==> config.mk <==
export PLATFORM = sky130hd
export DESIGN_NAME = cache_fill_ctrl
export DESIGN_NICKNAME = d
export VERILOG_FILES = /design/src/rtl/cache_fill_ctrl_pkg.sv /design/src/rtl/cache_fill_ctrl_fill_cnt.sv /design/src/rtl/cache_fill_ctrl.sv
export SDC_FILE = /design/constraint.sdc
export NUM_CORES = 1
export LEC_CHECK = 0
export ABC_AREA = 1
export CAP_MARGIN = 0
export CORE_ASPECT_RATIO = 1.75
export CORE_MARGIN = 5
export CORE_UTILIZATION = 35
export CTS_CLUSTER_SIZE = 8
export DETAILED_ROUTE_END_ITERATION = 7
export HOLD_SLACK_MARGIN = 0.06
export PLACE_DENSITY = 0.69
export SYNTH_ARGS = -nofsm -noshare
export SYNTH_HDL_FRONTEND = slang
export SYNTH_SLANG_ARGS = --single-unit
==> constraint.sdc <==
create_clock -name clk -period 1.2 [get_ports clk]
set_input_delay 0.24 -clock clk [delete_from_list [all_inputs] [get_ports clk]]
set_output_delay 0.24 -clock clk [all_outputs]
set_load 0.01 [all_outputs]
==> src/rtl/cache_fill_ctrl_pkg.sv <==
// cache_fill_ctrl_pkg: shared constants and FSM state encoding for the cache fill controller
package cache_fill_ctrl_pkg;
  localparam int BLOCK_WORDS = 8;
  localparam int ADDR_W = 16;
  localparam int OFFSET_BITS = 4;
  localparam int WORD_IDX_W = 3;
  typedef enum logic {IDLE = 1'b0, FILL = 1'b1} state_t;
endpackage

==> src/rtl/cache_fill_ctrl_fill_cnt.sv <==
// fill_cnt: sync-clear enabled up-counter that saturates at LIMIT and flags it
module fill_cnt #(
  parameter int LIMIT = 8,
  localparam int W = $clog2(LIMIT) + 1
) (
  input  logic         clk,
  input  logic         rst_n,
  input  logic         clr,
  input  logic         en,
  output logic [W-1:0] cnt,
  output logic         done
);
  assign done = cnt == W'(LIMIT);
  always_ff @(posedge clk)
    if (!rst_n || clr) cnt <= '0;
    else if (en && !done) cnt <= cnt + 1'b1;
endmodule

==> src/rtl/cache_fill_ctrl.sv <==
// cache_fill_ctrl: miss-handling FSM that fetches a whole cache block from pipelined memory
module cache_fill_ctrl #(
  parameter int BLOCK_WORDS = cache_fill_ctrl_pkg::BLOCK_WORDS,
  parameter int ADDR_W = cache_fill_ctrl_pkg::ADDR_W
) (
  input  logic                           clk,
  input  logic                           rst_n,
  input  logic                           miss_detected,
  input  logic [ADDR_W-1:0]              miss_address,
  input  logic                           memory_data_valid,
  output logic                           fsm_busy,
  output logic                           mem_rd_en,
  output logic [ADDR_W-1:0]              memory_address,
  output logic                           write_data_array,
  output logic [$clog2(BLOCK_WORDS)-1:0] word_idx,
  output logic                           write_tag_array
);
  import cache_fill_ctrl_pkg::*;
  localparam int IW = $clog2(BLOCK_WORDS);
  localparam int CW = IW + 1;
  state_t state, state_n;
  logic [ADDR_W-1:0] base;
  logic [CW-1:0] issue_cnt, recv_cnt;
  logic issue_done, recv_done, fill;
  assign fill = state == FILL;
  fill_cnt #(.LIMIT(BLOCK_WORDS)) u_issue (
    .clk(clk), .rst_n(rst_n), .clr(!fill), .en(mem_rd_en), .cnt(issue_cnt), .done(issue_done)
  );
  fill_cnt #(.LIMIT(BLOCK_WORDS)) u_recv (
    .clk(clk), .rst_n(rst_n), .clr(!fill), .en(write_data_array), .cnt(recv_cnt), .done(recv_done)
  );
  always_ff @(posedge clk)
    if (!rst_n) begin
      state <= IDLE;
      base  <= '0;
    end else begin
      state <= state_n;
      if (!fill && miss_detected) base <= miss_address & ~ADDR_W'(2 * BLOCK_WORDS - 1);
    end
  // base has a zero offset nibble, so OR-ing in the word offset never carries into tag/index
  always_comb begin
    mem_rd_en        = fill & ~issue_done;
    write_data_array = fill & memory_data_valid & ~recv_done;
    write_tag_array  = write_data_array & (recv_cnt == CW'(BLOCK_WORDS - 1));
    fsm_busy         = fill | miss_detected;
    memory_address   = mem_rd_en ? (base | ADDR_W'({issue_cnt, 1'b0})) : base;
    word_idx         = fill ? recv_cnt[IW-1:0] : '0;
    state_n          = fill ? (write_tag_array ? IDLE : FILL) : (miss_detected ? FILL : IDLE);
  end
endmodule

==> flow_summary.yaml <==
run_status:
  run_status: "complete, but fails checks"
  violations: "setup timing"
timing:
  finalCritPeriodShare_pct: 132
  setup_tns_ns: -2.20
  holdWs_ns: 0.507
  finalWorstSetupSlack_ns: -0.380
  fin_crit_ns: 1.58
  hold_violations: 0
  rsz0062_at_grt: "true"
  setup_viol_count_final: 15
  fmax_ghz: 0.633
  timing.final.max_slew_violations: 0
  finClkSkew_ns: 0.00355
routing:
  antenna_left: 0
  post_drt_wl_per_cell_um: 12.6
  drtIter0Drc: 11
  finalWirelength_um: 3280
  drc_errors: 0
  dr.pass1.iters: 4
  via_per_inst: 4.45
  num_vias: 1156
pwr:
  p_leak_nw: 0.987
  power.total_mw: 1.60
  power_density_nw_per_um2: 797
  peakVddDrop_mv: 0.743
synthesis:
  synth_top_area_share_pct: 39.0
  yosys.area.top_type: "dfxtp_1"
  yosys_warnings: 0
  syn-num-nets: 173
  ys_seq_area_share_pct: 39.0
  syn_avg_cell_area_um2: 7.23
  syn_inst: 149
  synth-seq-cells: 21
  syn_area_um2: 1080
  synthTopCellsByArea: "dfxtp_1 (39%), nor2_1 (11%), buf_4 (9.8%)"
  synth.distinct_cells: 25
worst_hold_path:
  min_to: "base[9]"
  holdPathStages: 2
  min_from: "base[9]"
  hold_path_class: "flip-flop to flip-flop"
worst_setup_path:
  critPathLaunchType: "flip-flop"
  r2r_end: "u_recv.cnt[3]"
  reg2reg_depth: 9
  worst-r2r-setup-slack_ns: -0.06
  endpoint_kind: "primary output"
  crit_start: "u_issue.cnt[0]"
  crit_required_ns: 0.96
  path_max_fanout: 4
  path_class: "flip-flop to primary output"
  arrival_ns: 1.34
  r2r_start: "u_recv.cnt[0]"
clock_tree:
  worstSkewPairLatency_ns: 0.26
  ctsRootBufferMaster: "clkbuf_8"
  clk_pin_slew_ns: 0.08
  htreeDepth: 1
  cts_buffer_depth: 2
  cts_buffers: 3
  cts.sinks: 21
  ctsHoldBuffers: 0
  cts_tree: "done"
grt:
  grtUsageMet3_pct: 3.76
  met2_usage_pct: 28.8
  grt_pass1_wl_um: 5200
  gr-total-overflow: 0
  antenna_found_initial: 0
  grt_pass1_vias: 1218
  use_met1_pct: 15.1
  grt_busiest_layer: "met2"
  gr-usage-all-layers_pct: 15.3
  grt_max_degree: 14
placed_design:
  place_hpwl_um: 2070
  placed_cell_area_um2: 1610
  routabilityCongestion: 0.755
  portBuffers: 37
layout:
  mostFrequentLayoutCells: "nor2_1 (30), buf_4 (28), buf_6 (25)"
  antenna_cells: 0
  final_util_pct: 67.8
  mostFrequentLayoutCell: "nor2_1"
  design_area_um2: 2010
  nets: 243
  syn2layout_area_growth_pct: 86.3
  drive_above_1_share_pct: 52.8
floorplan:
  die_w_um: 51.9
  fp.dieH_um: 83.4
  start_util_pct: 36.4
  dieArea_um2: 4330
  rows: 26
  pin_count: 43
  coreArea_um2: 2960
flow_run:
  drv_cap: 0
==> cell type report <==
class / instances / area [um2]
Fill cell: 220 / 953
Timing Repair Buffer: 82 / 756
Multi-Input combinational cell: 93 / 631
Sequential cell: 21 / 439
Inverter: 18 / 82.6
Tap cell: 42 / 52.6
Clock buffer: 3 / 41.3
Clock inverter: 1 / 5.00
==> metal layers <==
| layer | vias up | share of wire, % |
|---|---|---|
| met2 | 39 | 57 |
| li1 | 581 | - |
| met1 | 528 | 36 |
| met4 | 0 | 2.1 |
| met5 | - | 0 |
| met3 | 8 | 5.5 |
==> how the worst max path moves through the flow <==
stage | slack [ns] | cells after the start | to
final | -0.38 | 7 | memory_address[4]
after global routing | -0.44 | 7 | memory_address[4]
after CTS | -0.38 | 7 | memory_address[4]
after detailed placement | -0.65 | 4 | write_tag_array
after global placement | -0.65 | 4 | write_tag_array
after floorplan | -0.05 | 6 | memory_address[4]
==> state kept, by name, summed over array words and instances, names as in the netlist <==
| signal | cells |
|---|---|
| base | 12 |
| u_issue.cnt | 4 |
| u_recv.cnt | 4 |
| fill | 1 |
==> per-stage QoR <==
stage                     worst slack, ns  instances
after global placement             -0.646        240
after detailed placement           -0.646        240
final                              -0.380        260
after floorplan                   -0.0516        149
after global routing               -0.440        260
after CTS                          -0.382        258
==> synthesized netlist by cell type <==
| master | n |
|---|---|
| nor3_1 | 2 |
| nor2_4 | 2 |
| nor2_1 | 33 |
| o21ai_1 | 2 |
| a21o_1 | 1 |
| buf_2 | 1 |
| nand2_2 | 1 |
| inv_2 | 5 |
| nand4_1 | 1 |
| buf_4 | 14 |
| nand2_1 | 25 |
| o21ai_0 | 11 |
| nand2_4 | 1 |
| dfxtp_1 | 21 |
| xor2_1 | 1 |
| inv_1 | 12 |
| clkbuf_1 | 1 |
| buf_6 | 1 |
| ha_1 | 4 |
| a21oi_4 | 1 |
| conb_1 | 1 |
| nand3_1 | 2 |
| inv_4 | 1 |
| a21oi_1 | 4 |
| nor2_2 | 1 |
==> worst max-delay path, stage by stage (launching register included) <==
cell	delay, ns
dfxtp_2	0.33
inv_2	0.07
ha_4	0.14
a21oi_4	0.06
nor2_4	0.15
inv_2	0.05
a21o_1	0.16
buf_6	0.11
==> repair_timing <==
item,in CTS,in global routing
setup endpoints to repair,26,28
gates resized for setup,101,46
buffers inserted,17,6
pin swaps,20,19
==> cell families (layout without fill, tap and decap cells) <==
| group | after synthesis | count (layout) | share of synthesized area [%] |
|---|---|---|---|
| xor gates and xnor gates | 1 | 1 | 0.813 |
| AOI/OAI and AO/OA | 19 | 19 | 10.1 |
| adders and majority gates | 4 | 4 | 4.65 |
| DFF | 21 | 21 | 39.0 |
| and+or+nand+nor | 68 | 68 | 26.9 |
| buffers and inverters | 35 | 104 | 18.1 |
| other | 1 | 1 | 0.348 |
==> power breakdown <==
group | total [mW] | switching (mW) | internal, mW
Combinational | 0.378 | 0.170 | 0.208
Clock | 0.471 | 0.240 | 0.232
Sequential | 0.750 | 0.0232 | 0.727
Total | 1.60 | 0.432 | 1.17
(Power assumes the default switching activity.)
